<file path="src/rtl/ej32_pkg.sv">
// ej32_pkg: shared types and helpers for the EJ32 memory sequencer.
// Optional feature macro used by this slice: EJ32_MEM_SEXT_EN (sign-extending loads).
package ej32_pkg;

  // Transfer size as encoded on ls_sz.
  typedef enum logic [1:0] {
    SZ_B   = 2'd0,
    SZ_H   = 2'd1,
    SZ_W   = 2'd2,
    SZ_RSV = 2'd3
  } sz_t;

  // Sequencer states.
  typedef enum logic [1:0] {
    S_IDLE = 2'd0,
    S_LS   = 2'd1,
    S_IF   = 2'd2,
    S_ACK  = 2'd3
  } state_t;

  // Index of the last byte cycle (N-1) for a size.
  function automatic logic [1:0] last_k(input sz_t sz);
    case (sz)
      SZ_B:    last_k = 2'd0;
      SZ_H:    last_k = 2'd1;
      default: last_k = 2'd3;
    endcase
  endfunction

  // A size is rejected when reserved or wider than the datapath.
  function automatic logic size_err(input sz_t sz, input int nbytes);
    size_err = (sz == SZ_RSV) || ((int'(1) << sz) > nbytes);
  endfunction

endpackage

</file>
<file path="src/rtl/ej32_be_lane.sv">
// ej32_be_lane: big-endian byte lane for the memory sequencer.
// Picks the store byte for cycle k, shifts load bytes into the accumulator
// and extends the assembled load (sign extension only with EJ32_MEM_SEXT_EN).
module ej32_be_lane
  import ej32_pkg::*;
#(
  parameter int DSZ = 32
) (
  input  logic [DSZ-1:0] wd,
  input  sz_t            sz,
  input  logic [1:0]     k,
  output logic [7:0]     vo,
  input  logic [DSZ-1:0] acc,
  input  logic [7:0]     vi,
  input  logic           sx,
  output logic [DSZ-1:0] acc_shift,
  output logic [DSZ-1:0] rd
);

  localparam int NB = DSZ / 8;

  logic [7:0] wb [NB];
  logic [1:0] idx;
  logic [7:0] unused_acc;

  genvar gi;
  generate
    for (gi = 0; gi < NB; gi++) begin : g_byte
      assign wb[gi] = wd[8*gi +: 8];
    end
  endgenerate

  // Byte k of an N-byte value is byte (N-1-k) counted from the LSB.
  assign idx = last_k(sz) - k;

  // Store byte mux.
  always_comb begin
    vo = 8'h00;
    for (int i = 0; i < NB; i++) begin
      if (idx == 2'(i)) vo = wb[i];
    end
  end

  // First byte read ends up most significant.
  assign acc_shift  = {acc[DSZ-9:0], vi};
  assign unused_acc = acc[DSZ-1 -: 8];

`ifdef EJ32_MEM_SEXT_EN
  // Sign-extend narrow loads when requested.
  always_comb begin
    rd = acc_shift;
    if (sx && (sz == SZ_B)) begin
      for (int i = 8; i < DSZ; i++) rd[i] = acc_shift[7];
    end else if (sx && (sz == SZ_H)) begin
      for (int i = 16; i < DSZ; i++) rd[i] = acc_shift[15];
    end
  end
`else
  logic unused_sx;
  assign unused_sx = sx;
  assign rd        = acc_shift;
`endif

endmodule

</file>
<file path="src/rtl/ej32_mem_seq.sv">
// ej32_mem_seq: byte-serial SRAM sequencer for EJ32 load/store and opcode fetch.
// Memory outputs are registered from the next-state decode so they are clean
// and forced to zero by reset. Optional macro: EJ32_MEM_SEXT_EN.
module ej32_mem_seq
  import ej32_pkg::*;
#(
  parameter int DSZ = 32,
  parameter int ASZ = 17
) (
  input  logic           clk,
  input  logic           rst_n,
  input  logic           ls_req,
  input  logic           ls_we,
  input  logic [1:0]     ls_sz,
  input  logic           ls_sx,
  input  logic [ASZ-1:0] ls_a,
  input  logic [DSZ-1:0] ls_wd,
  output logic           ls_ack,
  output logic           ls_err,
  output logic [DSZ-1:0] ls_rd,
  input  logic           if_req,
  input  logic [ASZ-1:0] if_a,
  output logic           if_ack,
  output logic [7:0]     if_d,
  output logic           bsy,
  output logic [ASZ-1:0] mem_a,
  output logic           mem_we,
  output logic [7:0]     mem_vo,
  input  logic [7:0]     mem_vi
);

  state_t         state_reg, state_next;
  logic [1:0]     k_reg, k_next;
  logic           we_reg, sx_reg, err_reg, is_if_reg;
  sz_t            sz_reg;
  logic [ASZ-1:0] a_reg;
  logic [DSZ-1:0] wd_reg, acc_reg, rd_reg;
  logic [7:0]     ifd_reg;
  logic [ASZ-1:0] mem_a_reg, mem_a_next;
  logic           mem_we_reg, mem_we_next;
  logic [7:0]     mem_vo_reg, mem_vo_next;
  logic           ls_accept, if_accept, req_err;
  logic [DSZ-1:0] sel_wd;
  sz_t            sel_sz;
  logic [1:0]     sel_k;
  logic [7:0]     lane_vo;
  logic [DSZ-1:0] lane_acc, lane_rd;

  ej32_be_lane #(.DSZ(DSZ)) u_lane (
    .wd        (sel_wd),
    .sz        (sel_sz),
    .k         (sel_k),
    .vo        (lane_vo),
    .acc       (acc_reg),
    .vi        (mem_vi),
    .sx        (sx_reg),
    .acc_shift (lane_acc),
    .rd        (lane_rd)
  );

  // Next state plus the memory port values for the coming cycle.
  always_comb begin
    state_next  = state_reg;
    k_next      = k_reg;
    mem_a_next  = if_a;
    mem_we_next = 1'b0;
    sel_wd      = wd_reg;
    sel_sz      = sz_reg;
    sel_k       = k_reg + 2'd1;
    ls_accept   = 1'b0;
    if_accept   = 1'b0;
    req_err     = 1'b0;
    case (state_reg)
      S_IDLE: begin
        if (ls_req) begin
          ls_accept = 1'b1;
          if (size_err(sz_t'(ls_sz), DSZ / 8)) begin
            req_err    = 1'b1;
            state_next = S_ACK;
          end else begin
            state_next  = S_LS;
            k_next      = 2'd0;
            mem_a_next  = ls_a;
            mem_we_next = ls_we;
            sel_wd      = ls_wd;
            sel_sz      = sz_t'(ls_sz);
            sel_k       = 2'd0;
          end
        end else if (if_req) begin
          if_accept  = 1'b1;
          state_next = S_IF;
          mem_a_next = if_a;
        end
      end
      S_LS: begin
        if (k_reg == last_k(sz_reg)) begin
          state_next = S_ACK;
        end else begin
          k_next      = k_reg + 2'd1;
          mem_a_next  = a_reg + ASZ'(k_reg) + ASZ'(1);
          mem_we_next = we_reg;
        end
      end
      S_IF:    state_next = S_ACK;
      default: state_next = S_IDLE;
    endcase
    mem_vo_next = mem_we_next ? lane_vo : 8'h00;
  end

  // State, captured request, accumulator and result registers.
  always_ff @(posedge clk or negedge rst_n) begin
    if (!rst_n) begin
      state_reg  <= S_IDLE;
      k_reg      <= 2'd0;
      we_reg     <= 1'b0;
      sx_reg     <= 1'b0;
      sz_reg     <= SZ_B;
      a_reg      <= '0;
      wd_reg     <= '0;
      acc_reg    <= '0;
      rd_reg     <= '0;
      err_reg    <= 1'b0;
      is_if_reg  <= 1'b0;
      ifd_reg    <= 8'h00;
      mem_a_reg  <= '0;
      mem_we_reg <= 1'b0;
      mem_vo_reg <= 8'h00;
    end else begin
      state_reg  <= state_next;
      k_reg      <= k_next;
      mem_a_reg  <= mem_a_next;
      mem_we_reg <= mem_we_next;
      mem_vo_reg <= mem_vo_next;
      if (ls_accept) begin
        we_reg    <= ls_we;
        sx_reg    <= ls_sx;
        sz_reg    <= sz_t'(ls_sz);
        a_reg     <= ls_a;
        wd_reg    <= ls_wd;
        err_reg   <= req_err;
        is_if_reg <= 1'b0;
        acc_reg   <= '0;
      end
      if (if_accept) begin
        is_if_reg <= 1'b1;
        err_reg   <= 1'b0;
      end
      if (state_reg == S_LS) begin
        acc_reg <= lane_acc;
        if ((k_reg == last_k(sz_reg)) && !we_reg) rd_reg <= lane_rd;
      end
      if (state_reg == S_IF) ifd_reg <= mem_vi;
    end
  end

  assign ls_ack = (state_reg == S_ACK) && !is_if_reg;
  assign ls_err = ls_ack && err_reg;
  assign if_ack = (state_reg == S_ACK) && is_if_reg;
  assign ls_rd  = rd_reg;
  assign if_d   = ifd_reg;
  assign bsy    = (state_reg != S_IDLE);
  assign mem_a  = mem_a_reg;
  assign mem_we = mem_we_reg;
  assign mem_vo = mem_vo_reg;

endmodule
</file>
<file path="config.mk">
export PLATFORM = sky130hd
export DESIGN_NAME = ej32_mem_seq
export DESIGN_NICKNAME = d
export VERILOG_FILES = /design/src/rtl/ej32_pkg.sv /design/src/rtl/ej32_be_lane.sv /design/src/rtl/ej32_mem_seq.sv
export SDC_FILE = /design/constraint.sdc
export NUM_CORES = 1
export LEC_CHECK = 0
export ABC_AREA = 0
export CAP_MARGIN = 20
export CORE_MARGIN = 2
export CORE_UTILIZATION = 51
export DETAILED_ROUTE_END_ITERATION = 16
export GPL_TIMING_DRIVEN = 0
export PLACE_DENSITY = 0.78
export REMOVE_ABC_BUFFERS = 1
export SLEW_MARGIN = 25
export SYNTH_ARGS = -nofsm -noshare
export SYNTH_HDL_FRONTEND = slang
export SYNTH_SLANG_ARGS = --single-unit
</file>
<file path="constraint.sdc">
create_clock -name clk -period 3.39 [get_ports clk]
set_input_delay 0.678 -clock clk [delete_from_list [all_inputs] [get_ports clk]]
set_output_delay 0.678 -clock clk [all_outputs]
set_load 0.02 [all_outputs]
</file>
==> run metrics <==
CTS-repair resized insts=0; average vias per placed instance=5.48; RSZ-0062 raised after global routing=no; leading post-synthesis cells by instance count=nand2_1, dfrtp_1, mux2_2, o21ai_0, clkbuf_1; area growth from synthesis to layout=34.6%; worst hold-check path type=in -> async; number of nets in the layout=886; average detailed-routed wire length per instance=16.9 µm; part of the total power dissipated in combinational logic=0.449; placer congestion estimate=0.807; floorplan core area=0.0127 mm²; Clock Sinks=148; final sum of negative setup slack=0 ps; Clock Root Buffer=clkbuf_16; Avg Synthesized Cell Area=10.2 µm²; count of flip-flops with a built-in enable after synthesis=0; Worst Tran Pin Value=799 ps; area post-placement=0.00842 mm²; drt initial violations=456; Congestion Overflow GR=0; clock buffer count from CTS=17; max capacitance violation total=0; detailed-route via count=5367; synth unique cells=48; critical setup path kind=in -> reg; most area-hungry cell type in the Yosys netlist=dfrtp_1; number of core rows=41; number of I/O pins=152; clock slew seen by the registers of the worst setup and hold paths=60 ps; upper clock frequency limit=310 MHz; die span in x=119 µm; endpoint class of the critical path=register; area share of the largest cell type after synthesis=0.553; endpoints failing setup=0; sequential cell area in the final layout=0.00370 mm²; Total Wirelength=16.5 mm; fill cell instance count of the final layout=964; Die ar.=0.0141 mm²; number of hold buffers added after CTS=0; WHS=198 ps; area taken by multi-input logic gates=0.00280 mm²; Final Hold Fails=0; share of power burned in registers=0.340; Worst Path Max Fanout=18; share of the cycle needed by the critical path after routing=0.952; number of antenna violations at the first check in global routing=0; outcome=completed; WP data required=3690 ps; pin count of the biggest net entering global routing=85; arrival time of the worst setup path=3520 ps; instance count of the mapped netlist=658; total non-filler cell area in the finished layout=0.00902 mm²; CP Launch Type=input pin; initial core utilization=0.527; H-tree depth=4; PortBufs=150; most used standard cell by instance count after synthesis=nand2_1; # DRC=0; Max IR drop VDD=0.437 mV; Post-DP HPWL=11.0 mm; clk buf depth=2; post-synthesis instance area=0.00670 mm²; Inserted Diodes=0; cell internal pwr=5640 µW; post-route antenna net violation count=0; dominant cells by area after synthesis=dfrtp_1, nand2_1, mux2_2; via count of the first global-routing pass=5553; post-synthesis register bit count=148; Post-synth ARST share=1.00; fraction of layout cells with a size suffix above 1=0.125; Worst-Skew Late Latency=420 ps; static leakage=0.00406 µW; number of post-CTS setup repair buffers=0; number of warnings issued by yosys=0; All-Layer GR Usage=0.244; Die H=119 µm; fraction of power consumed by the clock network=0.211; min Tclk post-route=3230 ps; Final Skew=9.81 ps; switching share of total power=0.377; Switch Pwr=3410 µW; number of max-slew violations in the final report=0; leading register cell type out of synthesis=dfrtp_1; total design power=9050 µW; TritonCTS clock tree=built; areal power density over the cells=1000 mW/mm²; number of detailed-route iterations in the first pass=5; sequential cell area fraction in the yosys report=0.553; Relative slew margins=0.467; wire length of the first global-routing pass=27.3 mm
==> critical path: stages <==
cell and delay [ps]:
clkdlybuf4s50_1 610, a21bo_2 320, nor2_4 380, buf_16 220, nor2_1 50, ha_1 180, xor3_2 550, nand3b_1 240
a32o_1 270
==> final cells by class <==
class,instances,share of cell area
Clock inverter,12,0.0172
Clock buffer,20,0.0495
Multi-Input combinational cell,458,0.311
Inverter,14,0.00583
Tap cell,172,0.0239
Sequential cell,148,0.411
Timing Repair Buffer,156,0.182
==> cell usage in the layout, fill, tap and decap left out, types with 5 or more instances in the layout <==
cell type	instances
nand3b_1	8
clkbuf_16	17
o21ai_0	42
a32o_1	8
xor2_1	7
a22oi_1	6
a21oi_1	5
clkdlybuf4s50_1	149
nand3_1	12
nor2_1	13
a221o_1	5
inv_1	14
nand2_1	240
mux2_2	42
xnor2_1	10
dfrtp_1	148
ha_1	7
mux4_2	8
==> metal layers <==
layer | track usage | share of wire | vias to the layer above
li1 | - | - | 2484
met4 | 0.0766 | 0.013 | 0
met5 | 0 | 0 | -
met2 | 0.409 | 0.50 | 196
met3 | 0.0603 | 0.063 | 19
met1 | 0.311 | 0.42 | 2668
==> metrics by stage <==
step / worst slack, ps / cells / utilization
after floorplan: -310 / 620 / -
after global routing: 24.1 / 980 / 0.709
after global placement: -4050 / 942 / 0.648
after detailed placement: -249 / 948 / 0.662
final: 162 / 980 / 0.709
after CTS: 159 / 980 / 0.709
==> logic make-up (layout without fill, tap and decap cells) <==
family / after synthesis / in the layout / synth area share
xor+xnor: 19 / 19 / 0.0284
compound gates: 85 / 85 / 0.0878
flops: 148 / 148 / 0.553
mux: 50 / 50 / 0.0975
buf+inv: 52 / 202 / 0.0344
fa+ha+maj: 9 / 9 / 0.0179
simple gates: 295 / 295 / 0.181
==> worst paths after layout <==
| path | start | endpoint | slack [ps] | cells past startpoint |
|---|---|---|---|---|
| max | ls_req | mem_vo[0] | 160 | 9 |
| min | rst_n | ls_rd[20] | 200 | 1 |
| max reg2reg | state_reg[1] | mem_vo[0] | 180 | 10 |
| min reg2reg | wd_reg[29] | wd_reg[29] | 480 | 2 |
| max in group asynchronous | rst_n | acc_reg[1] | 2410 | 2 |
| min in group clk | wd_reg[29] | wd_reg[29] | 480 | 2 |
==> power groups by stage <==
stage	logic (µW)	registers, µW	clock network (µW)
floorplan	2050	3410	0
global placement	3820	3030	0
detailed placement	4060	3100	0
CTS	4100	3080	1930
global route	4440	3190	2000
finish	4060	3080	1910
No activity file was read; power rests on OpenSTA's default activity.
